[src/rtl/riscv_mem_pkg.sv]
// Shared definitions for the data-memory access path: FSM states, RV32I
// load/store width codes (func3) and fault cause codes.
// No ports; imported by lsu_lane_align and dmem_access_ctrl.
package riscv_mem_pkg;

  typedef enum logic [1:0] {
    S_IDLE = 2'd0,
    S_REQ  = 2'd1,
    S_DONE = 2'd2,
    S_ERR  = 2'd3
  } state_t;

  localparam logic [2:0] F3_B  = 3'b000;
  localparam logic [2:0] F3_H  = 3'b001;
  localparam logic [2:0] F3_W  = 3'b010;
  localparam logic [2:0] F3_BU = 3'b100;
  localparam logic [2:0] F3_HU = 3'b101;

  localparam logic [1:0] EXC_NONE     = 2'b00;
  localparam logic [1:0] EXC_MISALIGN = 2'b01;
  localparam logic [1:0] EXC_TIMEOUT  = 2'b10;
  localparam logic [1:0] EXC_ILLEGAL  = 2'b11;

endpackage

[src/rtl/lsu_lane_align.sv]
// Combinational lane logic for loads/stores: store strobes and replicated
// write data, aligned/extended load data, illegal-func3 and misalignment flags.
// Ports: func3, we, addr_lo, wdata, rdata in; wstrb, lane_wdata, load_ext, illegal, misaligned out.
module lsu_lane_align
  import riscv_mem_pkg::*;
(
  input  logic [2:0]  func3,
  input  logic        we,
  input  logic [1:0]  addr_lo,
  input  logic [31:0] wdata,
  input  logic [31:0] rdata,
  output logic [3:0]  wstrb,
  output logic [31:0] lane_wdata,
  output logic [31:0] load_ext,
  output logic        illegal,
  output logic        misaligned
);

  logic [31:0] byte_sh;
  logic [31:0] half_sh;

  assign byte_sh = rdata >> {addr_lo, 3'b000};
  assign half_sh = rdata >> {addr_lo[1], 4'b0000};

  always_comb begin
    wstrb      = 4'b0000;
    lane_wdata = wdata;
    load_ext   = rdata;
    illegal    = 1'b0;
    misaligned = 1'b0;
    case (func3)
      F3_B: begin
        load_ext   = {{24{byte_sh[7]}}, byte_sh[7:0]};
        lane_wdata = {4{wdata[7:0]}};
        wstrb      = we ? (4'b0001 << addr_lo) : 4'b0000;
      end
      F3_H: begin
        load_ext   = {{16{half_sh[15]}}, half_sh[15:0]};
        lane_wdata = {2{wdata[15:0]}};
        wstrb      = we ? (4'b0011 << addr_lo) : 4'b0000;
        misaligned = addr_lo[0];
      end
      F3_W: begin
        load_ext   = rdata;
        lane_wdata = wdata;
        wstrb      = we ? 4'b1111 : 4'b0000;
        misaligned = |addr_lo;
      end
      // Unsigned widths exist for loads only; a store with these codes is illegal.
      F3_BU: begin
        load_ext = {24'h0, byte_sh[7:0]};
        illegal  = we;
      end
      F3_HU: begin
        load_ext   = {16'h0, half_sh[15:0]};
        illegal    = we;
        misaligned = addr_lo[0];
      end
      default: illegal = 1'b1;
    endcase
  end

endmodule

[src/rtl/dmem_access_ctrl.sv]
// MEM-stage data-memory sequencer: issues req/ack transactions, stalls the
// pipeline while outstanding, latches aligned load data, reports faults.
// Ports: clk, rst (async active-low); mem_* request from MEM; dm_* memory side; stall/done/exc_* to pipeline.
module dmem_access_ctrl
  import riscv_mem_pkg::*;
#(
  parameter int MAX_WAIT = 255,
  parameter int CNT_W    = 8
) (
  input  logic        clk,
  input  logic        rst,
  input  logic        mem_valid,
  input  logic        mem_we,
  input  logic [2:0]  func3,
  input  logic [31:0] addr,
  input  logic [31:0] wdata,
  output logic        dm_req,
  output logic        dm_we,
  output logic [31:0] dm_addr,
  output logic [31:0] dm_wdata,
  output logic [3:0]  dm_wstrb,
  input  logic        dm_ack,
  input  logic [31:0] dm_rdata,
  output logic        stall,
  output logic [31:0] load_data,
  output logic        done,
  output logic        exc_valid,
  output logic [1:0]  exc_cause
);

  localparam logic [CNT_W-1:0] CNT_LAST = CNT_W'(MAX_WAIT - 1);

  state_t           state, nxt;
  logic [CNT_W-1:0] cnt;
  logic [2:0]       f3_q;
  logic [1:0]       addr_lo_q;
  logic [1:0]       cause_q;

  // In IDLE the lane logic decodes the live request; once accepted it
  // decodes the captured copy so the load path does not depend on the
  // pipeline holding addr/func3 steady.
  logic        in_idle;
  logic [2:0]  sel_f3;
  logic [1:0]  sel_lo;
  logic        sel_we;
  logic [3:0]  a_wstrb;
  logic [31:0] a_wdata;
  logic [31:0] a_load;
  logic        a_illegal;
  logic        a_misaligned;
  logic        fault;

  assign in_idle = (state == S_IDLE);
  assign sel_f3  = in_idle ? func3     : f3_q;
  assign sel_lo  = in_idle ? addr[1:0] : addr_lo_q;
  assign sel_we  = in_idle ? mem_we    : dm_we;

  lsu_lane_align u_align (
    .func3      (sel_f3),
    .we         (sel_we),
    .addr_lo    (sel_lo),
    .wdata      (wdata),
    .rdata      (dm_rdata),
    .wstrb      (a_wstrb),
    .lane_wdata (a_wdata),
    .load_ext   (a_load),
    .illegal    (a_illegal),
    .misaligned (a_misaligned)
  );

  assign fault = a_illegal | a_misaligned;

  always_comb begin
    nxt = state;
    case (state)
      S_IDLE: if (mem_valid) nxt = fault ? S_ERR : S_REQ;
      S_REQ: begin
        if (dm_ack)              nxt = S_DONE;
        else if (cnt == CNT_LAST) nxt = S_ERR;
      end
      S_DONE:  nxt = S_IDLE;
      S_ERR:   nxt = S_IDLE;
      default: nxt = S_IDLE;
    endcase
  end

  // stall is gated by rst so it drops the moment reset asserts, even if
  // mem_valid is still high while the FSM sits in IDLE.
  assign dm_req    = (state == S_REQ);
  assign stall     = rst & ((in_idle & mem_valid) | (state == S_REQ));
  assign done      = (state == S_DONE);
  assign exc_valid = (state == S_ERR);
  assign exc_cause = cause_q;

  always_ff @(posedge clk or negedge rst) begin
    if (!rst) begin
      state     <= S_IDLE;
      cnt       <= '0;
      f3_q      <= 3'b000;
      addr_lo_q <= 2'b00;
      cause_q   <= EXC_NONE;
      dm_we     <= 1'b0;
      dm_addr   <= 32'h0;
      dm_wdata  <= 32'h0;
      dm_wstrb  <= 4'b0000;
      load_data <= 32'h0;
    end else begin
      state <= nxt;
      case (state)
        S_IDLE: begin
          if (mem_valid) begin
            if (fault) begin
              cause_q <= a_illegal ? EXC_ILLEGAL : EXC_MISALIGN;
            end else begin
              cnt       <= '0;
              f3_q      <= func3;
              addr_lo_q <= addr[1:0];
              dm_we     <= mem_we;
              dm_addr   <= {addr[31:2], 2'b00};
              dm_wdata  <= a_wdata;
              dm_wstrb  <= a_wstrb;
            end
          end
        end
        S_REQ: begin
          if (dm_ack) begin
            cnt <= '0;
            if (!dm_we) load_data <= a_load;
          end else if (cnt == CNT_LAST) begin
            cnt     <= '0;
            cause_q <= EXC_TIMEOUT;
          end else begin
            cnt <= cnt + 1'b1;
          end
        end
        default: ;
      endcase
    end
  end

endmodule

[config.mk]
export PLATFORM = sky130hd
export DESIGN_NAME = dmem_access_ctrl
export DESIGN_NICKNAME = d
export VERILOG_FILES = /design/src/rtl/riscv_mem_pkg.sv /design/src/rtl/lsu_lane_align.sv /design/src/rtl/dmem_access_ctrl.sv
export SDC_FILE = /design/constraint.sdc
export NUM_CORES = 1
export LEC_CHECK = 0
export BUFFER_PORTS_ARGS = -buffer_cell sky130_fd_sc_hd__buf_4
export CORE_MARGIN = 10
export CORE_UTILIZATION = 25
export CTS_CLUSTER_DIAMETER = 60
export CTS_CLUSTER_SIZE = 12
export DETAILED_ROUTE_END_ITERATION = 10
export HOLD_SLACK_MARGIN = 0.02
export PLACE_DENSITY = 0.56
export SETUP_SLACK_MARGIN = 0.2
export SLEW_MARGIN = 20
export SYNTH_ARGS = -nofsm -noshare
export SYNTH_HDL_FRONTEND = slang
export SYNTH_HIERARCHICAL = 1
export SYNTH_SLANG_ARGS = --single-unit
[constraint.sdc]
create_clock -name clk -period 4.1 [get_ports clk]
set_input_delay 0.41 -clock clk [delete_from_list [all_inputs] [get_ports clk]]
set_output_delay 0.41 -clock clk [all_outputs]
set_load 0.01 [all_outputs]
-- Word-level counts from Yosys, hierarchy flattened
Cells that the tools add are included.
- $add $sub $neg: 1
- equal/unequal tests: 14
- shifts and indexed selects: 4
- multiplexer cells: 27
- bitwise logic cells: 6
- reductions and logical operators: 13
- operator list (kind ; number):
    one-hot mux 32 bit (4 select lines) ; 1
    one-hot mux 32 bit (2 select lines) ; 1
    two-way mux 8 bit ; 4
    >> shifter 32 x 5 -> 16 bit ; 1
    >> shifter 32 x 5 -> 8 bit ; 1
    two-way mux 2 bit ; 10
    one-hot mux 8 bit (2 select lines) ; 1
    two-way mux 4 bit ; 3
    one-hot mux 4 bit (3 select lines) ; 1
    AND reduction 3 bit ; 3
    adder 8 x 1 -> 8 bit (second input constant) ; 1
    == test 8 bit (second input constant) ; 1
    OR reduction 2 bit ; 4
    == test 3 bit (second input constant) ; 2
    != test 2 bit (second input constant) ; 3
    one-hot mux 2 bit (3 select lines) ; 1
    AND reduction 5 bit ; 1
    == test 2 bit (second input constant) ; 2
    != test 2 x 1 -> 1 bit (second input constant) ; 2
    one-hot mux 1 bit (2 select lines) ; 2
    one-hot mux 2 bit (2 select lines) ; 1
    left shift 1 x 2 -> 4 bit (first input constant) ; 1
    left shift 2 x 2 -> 4 bit (first input constant) ; 1
    == test 3 x 1 -> 1 bit (second input constant) ; 1
    other kinds (13) ; 16
- register bits after elaboration: 116
- bits of input ports: 104
- output and inout port bits: 107

-- Depth between registers and ports, before layout
- word-level depth: 9
- mapped depth: 12
- depth with buffers taken out: 9

-- Hierarchy
Netlist, hierarchy kept.
- by module, submodules not included (module ; instances ; cells each ; area an instance (µm²) ; seq. area each (µm²)):
    dmem_access_ctrl ; 1 ; 306 ; 4946.0 ; 2902.8
    lsu_lane_align ; 1 ; 222 ; 1453.9 ; 0.0

-- Least setup slack after synthesis
OpenSTA, ideal clock, no wires.
- kind: register -> register
- from: register state[0]
- to: register addr_lo_q[0]
- arrival time: 2.752 ns
- slack: 1.223 ns
- cell stages (with the launch flop): 12
- cell sequence: dfrtp_1 > buf_2 > nor2_4 > mux2_2 > buf_2 > clkinv_1 > ha_1 > o31ai_1 > nor3b_4 > nand2_4 > buf_6 > mux2_4
- elaborated cells between the ends (all ways): 18
- classes of those cells: eq/ne: 4; mux: 5; bitwise: 2; reduce/logical: 7
- RTL lines (element ; line ; RTL):
    start, declared ; dmem_access_ctrl.sv:33 ; state_t state, nxt;
    start signal, assigned ; dmem_access_ctrl.sv:108 ; state <= nxt;
    logical NOT 2 bit ; dmem_access_ctrl.sv:53 ; assign in_idle = (state == S_IDLE);
    two-way mux 2 bit ; dmem_access_ctrl.sv:55 ; assign sel_lo = in_idle ? addr[1:0] : addr_lo_q;
    via sel_lo[1] ; dmem_access_ctrl.sv:44 ; logic [1:0] sel_lo;
    OR reduction 2 bit ; lsu_lane_align.sv:47 ; misaligned = |addr_lo;
    one-hot mux 1 bit (2 select lines) ; lsu_lane_align.sv:31 ; case (func3)
    via a_misaligned ; dmem_access_ctrl.sv:50 ; logic a_misaligned;
    bitwise OR 1 bit ; dmem_access_ctrl.sv:71 ; assign fault = a_illegal | a_misaligned;
    inverter 1 bit (no source line) ; - ;
    AND reduction 3 bit (no source line) ; - ;
    end signal, assigned ; dmem_access_ctrl.sv:117 ; addr_lo_q <= addr[1:0];
    end, declared ; dmem_access_ctrl.sv:36 ; logic [1:0] addr_lo_q;
The timed path passes the listed nets, and every way through them passes these cells.
A chain may end at the register's enable or synchronous reset.

-- Worst setup path after layout
- from: register state[0]
- to: register dm_addr[6]
- elaborated cells between the ends (all ways): 18
- classes of those cells: eq/ne: 4; mux: 5; bitwise: 2; reduce/logical: 7
- RTL lines (element ; line ; RTL):
    logical NOT 2 bit ; dmem_access_ctrl.sv:53 ;
    two-way mux 2 bit ; dmem_access_ctrl.sv:55 ;
    via sel_lo[1] ; dmem_access_ctrl.sv:44 ;
    OR reduction 2 bit ; lsu_lane_align.sv:47 ;
    one-hot mux 1 bit (2 select lines) ; lsu_lane_align.sv:31 ;
    via a_misaligned ; dmem_access_ctrl.sv:50 ;
    bitwise OR 1 bit ; dmem_access_ctrl.sv:71 ;
    inverter 1 bit (no source line) ; - ;
    AND reduction 3 bit (no source line) ; - ;
    end signal, assigned ; dmem_access_ctrl.sv:119 ; dm_addr <= {addr[31:2], 2'b00};
    end, declared ; dmem_access_ctrl.sv:19 ; output logic [31:0] dm_addr,
The timed path passes the listed nets, and every way through them passes these cells.

==> reports/qor.csv <==
stage,metric,value,unit
worst_setup_path,Critical Path AT,3.83,ns
sta,Max Clk Rate,0.283,GHz
yosys,cell taking the most area after synthesis,dfrtp_1,
flow_run,# Max-Cap Violations,0,
global_routing,initial antenna violation count,0,
final_layout,layout cell share with drive strength beyond 1,52.3,%
floorplan,Site Rows,58,
yosys,Mapped Cells,528,
final_layout,"commonest non-fill, non-tap cell in the layout",buf_4,
worst_setup_path,"Largest delay share family, worst path",simple AND/OR/NAND/NOR gates,
yosys,"Cell Area, Synth",6400,um^2
clock_network,CTS tree,yes,
yosys,post-synthesis sequential area ratio,45.4,%
sta,period utilization,86.2,%
pwr,VDD IR max,280,uV
pwr,Leak,4.35,nW
sta,RSZ-0062 raised after global routing,false,
sta,setup TNS,0,ns
yosys,Avg Inst Size Synth,12.1,um^2
clock_network,CTS sink count,116,
pwr,combinational power share,52.9,%
worst_setup_path,WS Path Type,flip-flop to flip-flop,
pwr,Sw Share,36.8,%
final_layout,fillers,2537,
floorplan,Die Wd,180,um
final_layout,Area Overhead vs Synth,36.9,%
clock_network,H-tree depth,4,
yosys,Yosys Warn Count,6,
sta,max_slew headroom,45.6,%
worst_setup_path,CP max stage cell,o31ai_1,
yosys,Synth Register Bits,116,
sta,Final setup viols,0,
route,DRT iter0 DRCs,254,
pwr,power density cells,839,nW/um^2
pwr,Tot Pwr,0.00735,W
route,Vias/cell,4.34,
yosys,share of Yosys cell area claimed by the top area cell type,45.4,%
placement,RD Place Congestion,0.770,
pwr,clock share of power,19.5,%
worst_setup_path,Max Fanout on Critical Path,22,
sta,slew at the pin closest to its max-slew limit,0.815,ns
global_routing,Tot GR Track Use,11.9,%
sta,min setup slack post-route,0.564,ns
global_routing,grt ovf,0,
sta,final slew viol count,0,
floorplan,Initial Util,25.4,%
yosys,Netlist cell types,46,
final_layout,post-route cell area,8760,um^2
route,drt first pass iters,4,
final_layout,utilization after layout,34.8,%
placement,DP Area,8190,um^2
pwr,sw power,0.00271,W
placement,dpl ws,0.536,ns
final_layout,antenna cells,0,
sta,final hold viol count,0,
floorplan,core area,25200,um^2
clock_network,clock slew at reported path FFs,0.06,ns
worst_hold_path,Hold WC Path Type,input port to flip-flop,
worst_setup_path,"slowest stage delay, CP",0.54,ns
placement,# port buffers,208,
worst_setup_path,Critical Path RT,4.40,ns
global_routing,vias in the first global route,4843,
worst_setup_path,Startpoint Class,flip-flop,
global_routing,pin count of the biggest net entering global routing,60,
route,Avg WL per Cell,18.5,um
worst_setup_path,CP cell instances,"nor2_4, mux2_2, clkinv_1, ha_1, o31ai_1, nor3b_4, nand2_4, buf_4, mux2_4",
floorplan,io pins,211,
pwr,cell-internal power,0.00465,W
sta,clock skew,0.0100,ns
route,vias,4627,
clock_network,worst skew pair latency,0.41,ns
final_layout,most frequent cells in the layout,"216 x buf_4, 116 x dfrtp_1, 70 x mux2_4, 56 x mux2_2, 54 x nand2_1",
route,drc violations,0,
sta,minimum clock period,3.54,ns
route,WL final,19700,um
pwr,register share of total power,27.6,%
status,status,"finished, final reports clean",
clock_network,Num CTS Buffers,17,
yosys,Area contributors post-synth,"dfrtp_1 45%, mux2_4 16%, mux2_2 9.9%, mux2i_1 3.4%, nand2_1 3.2%",
final_layout,nets@finish,833,
route,Final ANT Viol Nets,0,
global_routing,first-pass GRT wire length,30300,um
worst_setup_path,critical path endpoint category,flip-flop,
clock_network,clk root buf,clkbuf_16,
worst_setup_path,CP Buf/Inv Count,2,
floorplan,die area,32400,um^2
placement,Post-DP HPWL,14800,um
floorplan,die height,180,um
clock_network,Clock Tree Buf Depth,2,
cells by family after synthesis:
logic type / after synthesis / share of synthesized area [%]
and+or+nand+nor: 140 / 11.8
xor gates and xnor gates: 1 / 0.137
buffers and inverters: 48 / 4.75
DFF: 116 / 45.4
AOI/OAI and AO/OA: 66 / 6.49
adders and majority gates: 6 / 1.17
muxes: 150 / 30.2
other: 1 / 0.0586
cell type report:
type / count / area, um^2 / area share (%)
multi-input cells: 365 / 3200 / 36.5
flip-flops and latches: 116 / 2900 / 33.1
repair buffers: 219 / 1670 / 19.1
clock buffers: 18 / 429 / 4.90
well taps: 330 / 413 / 4.71
clock inverters: 14 / 131 / 1.50
inverters: 4 / 15.0 / 0.171
power by group through the flow:
stage                     logic [W]  clock network [W]  registers (W)
after floorplan             0.00237                  0        0.00220
after global placement      0.00392                  0        0.00205
after detailed placement    0.00397                  0        0.00203
after CTS                   0.00398            0.00148        0.00203
after global routing        0.00421            0.00154        0.00211
final                       0.00389            0.00143        0.00203
repair_timing:
action,4_1_cts,5_1_grt
resized for setup,0,0
endpoints found under the hold margin,2,0
hold buffers,1,0
setup buffers,0,0
cells in the mapped netlist (all sizes together):
cell type / n
a22oi: 1
and3b: 9
a31oi: 6
nor2: 18
nor3: 3
mux2i: 22
a21oi: 26
nand3: 14
nand2b: 7
nand2: 55
a41oi: 2
clkbuf: 12
mux4: 1
and4: 1
mux2: 127
nand3b: 7
buf: 32
inv: 3
or2: 1
o21ai: 15
o211ai: 1
o21bai: 3
o31ai: 2
and2: 1
nor3b: 5
dfrtp: 116
clkinv: 1
ha: 6
conb: 1
nor2b: 19
xor2: 1
o31a: 2
a32oi: 1
o22a: 7
worst reg2reg max path, delay by kind of cell, from the launching register on:
| family | cells | cell delay [ns] |
|---|---|---|
| compound gates | 1 | 0.54 |
| flops | 1 | 0.49 |
| simple gates | 3 | 0.89 |
| buf+inv | 2 | 0.62 |
| fa+ha+maj | 1 | 0.32 |
| mux | 2 | 0.56 |
through the flow:
| stage | instances | hold WS (ns) |
|---|---|---|
| 4_1_cts | 1066 | 0.202 |
| 2_1_floorplan | 529 | 0.114 |
| 6_report | 1066 | 0.222 |
| 3_5_place_dp | 1033 | 0.220 |
| 3_3_place_gp | 1033 | 0.221 |
| 5_1_grt | 1066 | 0.199 |
sequential cells by signal, summed over array words and instances, names as in the netlist:
name	cells
dm_we	1
addr_lo_q	2
state	2
dm_addr	30
load_data	32
dm_wstrb	4
exc_cause	2
f3_q	3
dm_wdata	32
cnt	8
routing by layer:
| metal | global-route usage (%) | vias up | routed length (um) |
|---|---|---|---|
| met5 | 0 | - | 0 |
| met4 | 4.30 | 0 | 371 |
| met3 | 3.29 | 13 | 782 |
| met2 | 19.1 | 103 | 9680 |
| met1 | 14.8 | 2262 | 8880 |
| li1 | - | 2249 | - |
worst paths after layout:
path	from	to	slack, ns	cells after the start
hold reg to reg	cnt[5]	cnt[5]	0.48	1
setup reg to reg	state[0]	dm_addr[6]	0.56	9
max in group asynchronous	rst	dm_addr[13]	2.77	3
min in group asynchronous	rst	dm_addr[25]	0.33	2
hold / removal	addr[20]	dm_addr[20]	0.22	2
setup / recovery	state[0]	dm_addr[6]	0.56	9
Power figures use the tool's default switching activity.
